**src/rtl/mc_controller.sv**
```systemverilog
// mc_controller: multicycle control FSM for the RV32I core.
// Sequences fetch/decode/execute/memory/writeback over a shared datapath
// with one memory port, one ALU and IR/OldPC/ALUOut/Data registers.
//
// Ports:
//   clk, reset       rising-edge clock, synchronous active-high reset
//   Op/Funct3/Funct7b5  instruction fields from IR
//   Zero             ALU zero flag (same cycle)
//   MemReady         memory completes the current access this cycle
//   PCWrite, AdrSrc, MemWrite, IRWrite, ResultSrc, ALUSrcA, ALUSrcB,
//   ALUControl, ImmSrc, RegWrite   datapath controls
//   IllegalInstr     sticky illegal-opcode flag
//
// Optional feature: define CTRL_ILLEGAL_TRAP_EN to send unknown opcodes to
// an absorbing TRAP state (IllegalInstr=1). Without it they act as NOPs.

module mc_controller (
    input  logic       clk,
    input  logic       reset,
    input  logic [6:0] Op,
    input  logic [2:0] Funct3,
    input  logic       Funct7b5,
    input  logic       Zero,
    input  logic       MemReady,
    output logic       PCWrite,
    output logic       AdrSrc,
    output logic       MemWrite,
    output logic       IRWrite,
    output logic [1:0] ResultSrc,
    output logic [1:0] ALUSrcA,
    output logic [1:0] ALUSrcB,
    output logic [3:0] ALUControl,
    output logic [2:0] ImmSrc,
    output logic       RegWrite,
    output logic       IllegalInstr
);

    localparam logic [3:0] S_FETCH    = 4'd0;
    localparam logic [3:0] S_DECODE   = 4'd1;
    localparam logic [3:0] S_MEMADR   = 4'd2;
    localparam logic [3:0] S_MEMREAD  = 4'd3;
    localparam logic [3:0] S_MEMWB    = 4'd4;
    localparam logic [3:0] S_MEMWRITE = 4'd5;
    localparam logic [3:0] S_EXECR    = 4'd6;
    localparam logic [3:0] S_EXECI    = 4'd7;
    localparam logic [3:0] S_ALUWB    = 4'd8;
    localparam logic [3:0] S_BRANCH   = 4'd9;
    localparam logic [3:0] S_JAL      = 4'd10;
    localparam logic [3:0] S_JALR     = 4'd11;
    localparam logic [3:0] S_JALRPC   = 4'd12;
    localparam logic [3:0] S_UEXEC    = 4'd13;
`ifdef CTRL_ILLEGAL_TRAP_EN
    localparam logic [3:0] S_TRAP     = 4'd14;
`endif

    localparam logic [3:0] RESET_STATE = S_FETCH;

    localparam logic [6:0] OP_LOAD  = 7'b0000011;
    localparam logic [6:0] OP_STORE = 7'b0100011;
    localparam logic [6:0] OP_R     = 7'b0110011;
    localparam logic [6:0] OP_I     = 7'b0010011;
    localparam logic [6:0] OP_BR    = 7'b1100011;
    localparam logic [6:0] OP_JAL   = 7'b1101111;
    localparam logic [6:0] OP_JALR  = 7'b1100111;
    localparam logic [6:0] OP_LUI   = 7'b0110111;
    localparam logic [6:0] OP_AUIPC = 7'b0010111;

    localparam logic [3:0] ALU_ADD = 4'b0000;
    localparam logic [3:0] ALU_SUB = 4'b0001;

    logic [3:0] state_q, state_d;
    logic [3:0] out_state;

    // Funct7b5 selects sub only for register ops; sra for both forms.
    function automatic logic [3:0] alu_dec(input logic [2:0] f3,
                                           input logic f7,
                                           input logic is_r);
        logic [3:0] r;
        unique case (f3)
            3'b000:  r = (is_r && f7) ? ALU_SUB : ALU_ADD;
            3'b001:  r = 4'b0111;
            3'b010:  r = 4'b0101;
            3'b011:  r = 4'b0110;
            3'b100:  r = 4'b0100;
            3'b101:  r = f7 ? 4'b1001 : 4'b1000;
            3'b110:  r = 4'b0011;
            default: r = 4'b0010;
        endcase
        return r;
    endfunction

    always_ff @(posedge clk) begin
        if (reset) state_q <= RESET_STATE;
        else       state_q <= state_d;
    end

    always_comb begin
        state_d = state_q;
        case (state_q)
            S_FETCH:    if (MemReady) state_d = S_DECODE;
            S_DECODE: begin
                case (Op)
                    OP_LOAD, OP_STORE: state_d = S_MEMADR;
                    OP_R:              state_d = S_EXECR;
                    OP_I:              state_d = S_EXECI;
                    OP_BR:             state_d = S_BRANCH;
                    OP_JAL:            state_d = S_JAL;
                    OP_JALR:           state_d = S_JALR;
                    OP_LUI, OP_AUIPC:  state_d = S_UEXEC;
`ifdef CTRL_ILLEGAL_TRAP_EN
                    default:           state_d = S_TRAP;
`else
                    default:           state_d = S_FETCH;
`endif
                endcase
            end
            S_MEMADR:   state_d = Op[5] ? S_MEMWRITE : S_MEMREAD;
            S_MEMREAD:  if (MemReady) state_d = S_MEMWB;
            S_MEMWRITE: if (MemReady) state_d = S_FETCH;
            S_EXECR, S_EXECI, S_JAL,
            S_JALRPC, S_UEXEC:  state_d = S_ALUWB;
            S_JALR:     state_d = S_JALRPC;
`ifdef CTRL_ILLEGAL_TRAP_EN
            S_TRAP:     state_d = S_TRAP;
`endif
            default:    state_d = S_FETCH;
        endcase
    end

    // During reset the outputs show FETCH values with all enables held off.
    assign out_state = reset ? S_FETCH : state_q;

    always_comb begin
        PCWrite      = 1'b0;
        AdrSrc       = 1'b0;
        MemWrite     = 1'b0;
        IRWrite      = 1'b0;
        ResultSrc    = 2'b00;
        ALUSrcA      = 2'b00;
        ALUSrcB      = 2'b00;
        ALUControl   = ALU_ADD;
        RegWrite     = 1'b0;
        IllegalInstr = 1'b0;
        case (out_state)
            S_FETCH: begin
                ALUSrcB   = 2'b10;
                ResultSrc = 2'b10;
                PCWrite   = MemReady;
                IRWrite   = MemReady;
            end
            S_DECODE: begin
                ALUSrcA = 2'b01;
                ALUSrcB = 2'b01;
            end
            S_MEMADR: begin
                ALUSrcA = 2'b10;
                ALUSrcB = 2'b01;
            end
            S_MEMREAD:  AdrSrc = 1'b1;
            S_MEMWB: begin
                ResultSrc = 2'b01;
                RegWrite  = 1'b1;
            end
            S_MEMWRITE: begin
                AdrSrc   = 1'b1;
                MemWrite = 1'b1;
            end
            S_EXECR: begin
                ALUSrcA    = 2'b10;
                ALUControl = alu_dec(Funct3, Funct7b5, 1'b1);
            end
            S_EXECI: begin
                ALUSrcA    = 2'b10;
                ALUSrcB    = 2'b01;
                ALUControl = alu_dec(Funct3, Funct7b5, 1'b0);
            end
            S_ALUWB:    RegWrite = 1'b1;
            S_BRANCH: begin
                ALUSrcA    = 2'b10;
                ALUControl = ALU_SUB;
                PCWrite    = Zero ^ Funct3[0];
            end
            S_JAL, S_JALRPC: begin
                ALUSrcA = 2'b01;
                ALUSrcB = 2'b10;
                PCWrite = 1'b1;
            end
            S_JALR: begin
                ALUSrcA = 2'b10;
                ALUSrcB = 2'b01;
            end
            S_UEXEC: begin
                // lui adds the immediate to zero, auipc to OldPC
                ALUSrcA = Op[5] ? 2'b11 : 2'b01;
                ALUSrcB = 2'b01;
            end
`ifdef CTRL_ILLEGAL_TRAP_EN
            S_TRAP:     IllegalInstr = 1'b1;
`endif
            default: ;
        endcase
        if (reset) begin
            PCWrite  = 1'b0;
            IRWrite  = 1'b0;
            MemWrite = 1'b0;
            RegWrite = 1'b0;
        end
    end

    always_comb begin
        ImmSrc = 3'b000;
        case (Op)
            OP_I:             if (Funct3 == 3'b001 || Funct3 == 3'b101)
                                  ImmSrc = 3'b101;
            OP_STORE:         ImmSrc = 3'b001;
            OP_BR:            ImmSrc = 3'b010;
            OP_LUI, OP_AUIPC: ImmSrc = 3'b011;
            OP_JAL:           ImmSrc = 3'b100;
            default:          ImmSrc = 3'b000;
        endcase
    end

endmodule

```
**config.mk**
```make
export PLATFORM = sky130hd
export DESIGN_NAME = mc_controller
export DESIGN_NICKNAME = d
export VERILOG_FILES = /design/src/rtl/mc_controller.sv
export SDC_FILE = /design/constraint.sdc
export NUM_CORES = 1
export LEC_CHECK = 0
export ABC_CLOCK_PERIOD_IN_PS = 2700
export CAP_MARGIN = 20
export CORE_MARGIN = 4
export CORE_UTILIZATION = 43
export CTS_CLUSTER_SIZE = 16
export DETAILED_ROUTE_END_ITERATION = 8
export PLACE_DENSITY = 0.88
export SYNTH_ARGS = -nofsm -noshare
export SYNTH_HDL_FRONTEND = slang
export SYNTH_SLANG_ARGS = --single-unit
```
**constraint.sdc**
```tcl
create_clock -name clk -period 2.7 [get_ports clk]
set_clock_uncertainty 0.1 [all_clocks]
set_input_delay 0.54 -clock clk [delete_from_list [all_inputs] [get_ports clk]]
set_output_delay 0.54 -clock clk [all_outputs]
set_load 0.01 [all_outputs]
```
; Word level (Yosys, flattened, before mapping)
; Index checks and enable logic that the tools add are counted.
[op_classes]
eq_ne = 41
mux = 27
reduce_logical = 15
bitwise = 1
[op_table]
columns = cell, n
row1 = $pmux 4 s7, 4
row2 = $eq 4x4->1 const B, 10
row3 = $eq 4x3->1 const B, 7
row4 = $eq 7x6->1 const B, 3
row5 = $eq 7x7->1 const B, 3
row6 = $eq 4x2->1 const B, 4
row7 = $mux 4, 4
row8 = $pmux 3 s5, 1
row9 = $reduce_or 5->1, 3
row10 = $eq 7x5->1 const B, 2
row11 = $pmux 4 s3, 1
row12 = $mux 1, 10
row13 = $reduce_or 2->1, 5
row14 = $eq 3x3->1 const B, 3
row15 = $eq 4x1->1 const B, 2
row16 = $logic_not 4->1, 2
row17 = $pmux 2 s2, 2
row18 = $eq 7x2->1 const B, 1
row19 = $eq 3x2->1 const B, 2
row20 = $mux 3, 2
row21 = $ne 2x2->1 const B, 3
row22 = $pmux 2 s3, 1
row23 = $reduce_or 3->1, 2
row24 = $eq 3x1->1 const B, 1
row25 = 6 further kinds, 6
[word_totals]
reg_bits = 4
word_cells = 85
out_inout_bits = 19

; Depth between registers and ports, before layout
[depth]
depth_word = 5
mapped_depth = 5
mapped_depth_nobuf = 4

; Worst setup path after synthesis
; No wires, ideal clock.
[synth_timing]
kind = in2out
from = in Op[5]
to = out ImmSrc[0]
cell_stages = 4
arrival_ps = 1331
setup_slack_ps = 729
t_required_ps = 2060
path_buffers = 1
path_cell_list = buf_2 > nor3b_1 > o21ai_0 > a211oi_1
[synth_between]
elab_chain_len = 3
elab_cells_between_ends = 8
[synth_rtl]
columns = item, line_no
row1 = from (decl), 20  ; input logic [6:0] Op,
row2 = $eq 7x6->1 / $eq 7x5->1 (equally long branches), 212  ; case (Op)
row3 = $reduce_or 2->1, 212
row4 = $pmux 3 s5 *, 212
row5 = to (decl), 33  ; output logic [2:0] ImmSrc,
; Mark *: on every way between the ends. The rest lies on a longest branch, timed or not.

; Worst setup path in the final report
[layout_timing]
from = in Funct3[2]
to = out ALUControl[1]
[layout_between]
elab_chain_len = 3
elab_cells_between_ends = 10
[layout_rtl]
columns = item, line_no
row1 = from (decl), 21  ; input logic [2:0] Funct3,
row2 = $eq 3x3->1 (tied with other cells), 79  ; unique case (f3)
row3 = $pmux 4 s7, 79
row4 = $pmux 4 s3 *, 144  ; case (out_state)
row5 = to (decl), 32  ; output logic [3:0] ALUControl,
; Marked as above.

==> impl_metrics.toml <==
[synthesis]
ys_seq_elements = 4
ys_seq_area_share_pct = 11.47
syn_avg_cell_area_um2 = 6.587
synthArstFlopShare_pct = 0
synth_cell_types = 40
synth_edf_count = 0
yosysWarnings = 0
synth_cells = 106
synthFlopType = "dfxtp_1"
syn-num-nets = 121
synth_area_um2 = 698.2

[run]
drv_cap = 0

[placed_design]
globalplace.congestion = 0.8295
port_buffers = 32
hpwl_mm = 1.893
placed_cells_incl_taps = 163
post_dp_cell_area_um2 = 1125

[cts]
cts-buffers-inserted = 3
root_buffer = "clkbuf_4"
insertion_delay_ps = 230
htreeDepth = 1
cts_tree = "done"
cts_sinks = 4
path_clk_slew_ps = 30
postCtsHoldBufs = 0
clock_path_buffers = 2

[global_route]
grt_max_degree = 16
grt_pass1_vias = 841
antenna_found_initial = 0
grt_pass1_wl_mm = 3.746
gr-total-overflow = 0
grt_usage_pct = 22.39

[die]
die-area_um2 = 2332
num_rows = 14
die-height_um = 48.30
start_util_pct = 45.81
num_io_pins = 34
core_um2 = 1524
die_w_um = 48.30

[layout]
drive_above_1_share_pct = 20.00
nNetsFinal = 167
top_regs = "state_q (4)"
fin_cells = 166
fin_area_um2 = 1161
largest_reg_flops = 4
insertedDiodeCount = 0
regMostFlops = "state_q"
area.growth.synth_to_final_pct = 66.31

[critical_path]
cp_num_buf_inv = 3
slowest_stage = "clkdlybuf4s50_1"
worst_ep_arrival_time_ps = 2050
required_ps = 2060
r2r_cells = 4
end_kind = "output pin"
crit_chain = "clkdlybuf4s50_1, buf_4, mux2i_1, nor3_1, clkdlybuf4s50_1"
worst_path_dominant_cell_family = "buffers and inverters"
cpPeakStageDelay_ps = 580
cp-start-kind = "input pin"
crit_fanout = 3
crit_type = "in2out"
cp.depth = 5
path_common_cell = "clkdlybuf4s50_1"

[detailed_routing]
drt_first_pass_iters = 4
via_count = 973
first_iter_violations = 19
drc_errors = 0
wirelength_mm = 2.385
routedWlPerCell_um = 14.37
viasPerCell = 5.861
ant_nets = 0

[timing]
fmax_mhz = 372.2
grt_setup_unrepaired = "false"
fin_crit_sh_pct = 99.50
slew_viol_final = 0
period_minus_slack_ps = 2687
setup_viol = 0
hold_violations = 0

[worst_hold_path]
holdPathStages = 2
hold_class = "reg2reg"

[status]
outcome = "completed"

[pwr]
powerDensity_nw_per_um2 = 216.6
total_power_uw = 251.5
p_leak_nw = 0.5286
ir_worst_vdd_mv = 0.2733
## layout by cell type (no fill, tap or decap), types with 4 or more instances in the layout
master / n
inv_1: 4
clkdlybuf4s50_1: 21
o21ai_0: 7
nor2_1: 11
nand2_1: 5
dlygate4sd2_1: 8
nand2b_1: 6
buf_4: 18
nor3_1: 9
a21oi_1: 5
## synthesized netlist by cell type, types with 2 or more instances
| master | n | area (um2) |
|---|---|---|
| inv_1 | 4 | 15.01 |
| buf_4 | 3 | 22.52 |
| o21bai_1 | 2 | 15.01 |
| and4b_1 | 2 | 20.02 |
| nor2b_1 | 2 | 12.51 |
| nand3b_1 | 3 | 22.52 |
| nand3_1 | 2 | 10.01 |
| a21oi_1 | 5 | 25.02 |
| o21ai_0 | 7 | 35.03 |
| clkbuf_1 | 2 | 7.510 |
| o22ai_1 | 3 | 18.77 |
| a31oi_1 | 2 | 12.51 |
| nand2_1 | 5 | 18.77 |
| nor4_1 | 3 | 18.77 |
| dfxtp_1 | 4 | 80.08 |
| a2bb2oi_1 | 2 | 17.52 |
| buf_2 | 3 | 15.01 |
| or3_1 | 2 | 12.51 |
| nand2b_1 | 6 | 37.54 |
| xnor2_1 | 2 | 17.52 |
| xor2_1 | 3 | 26.28 |
| nor2_1 | 12 | 45.04 |
| nor3_1 | 10 | 50.05 |
## worst reg2reg max path, cell delays in order, from the launching register on
cell       delay, ps
dfxtp_1          550
and4bb_2         290
nor3_1            40
a2bb2oi_1        310
o22ai_1          150
## worst paths after layout
| path | start | to | slack, ps |
|---|---|---|---|
| setup reg to reg | state_q[0] | state_q[2] | 1140 |
| hold reg to reg | state_q[3] | state_q[3] | 500 |
| hold / removal | state_q[3] | state_q[3] | 500 |
| setup / recovery | Funct3[2] | ALUControl[1] | 10 |
## what timing repair did
action	in CTS	in global routing
buffers inserted	0	0
gates resized for setup	12	5
endpoints found under the setup margin	8	4
## routing by layer
metal  part of all wire (%)  vias to the layer above  track usage, %
met2                     50                       41           39.58
met5                      0                        -               0
li1                       -                      477               -
met4                    1.9                        0           3.763
met1                     42                      451           27.23
met3                    6.4                        4           5.904
## stage by stage
stage	setup WS (ps)	TNS [ps]	hold slack [ps]	utilization, %
5_1_grt	11.15	0	550.0	76.19
3_5_place_dp	-276.9	-518.0	535.7	73.81
6_report	13.50	0	499.5	76.19
2_1_floorplan	729.1	0	434.6	-
3_3_place_gp	-102.3	-255.1	530.8	73.81
4_1_cts	7.303	0	541.3	75.45
## final cells by class
class | instances | area (um2)
Inverter | 4 | 15.01
Sequential cell | 4 | 83.83
Clock buffer | 3 | 22.52
Fill cell | 119 | 362.8
Timing Repair Buffer | 50 | 452.9
Multi-Input combinational cell | 89 | 566.8
Tap cell | 16 | 20.02
## logic make-up (layout without fill, tap and decap cells)
family | count (synthesis) | in the layout | synth area share (%)
buf+inv | 13 | 57 | 9.138
flops | 4 | 4 | 11.47
compound gates | 30 | 30 | 29.21
xor+xnor | 5 | 5 | 6.274
other cells | 1 | 1 | 0.5371
simple gates | 52 | 52 | 41.94
mux | 1 | 1 | 1.434
## power breakdown
part	switching (mW)	internal, mW
combinational	0.0511	0.0623
sequential	0.00497	0.0611
clock	0.0225	0.0496
total	0.0785	0.173
Note: power is estimated with default switching activity, not from simulation.
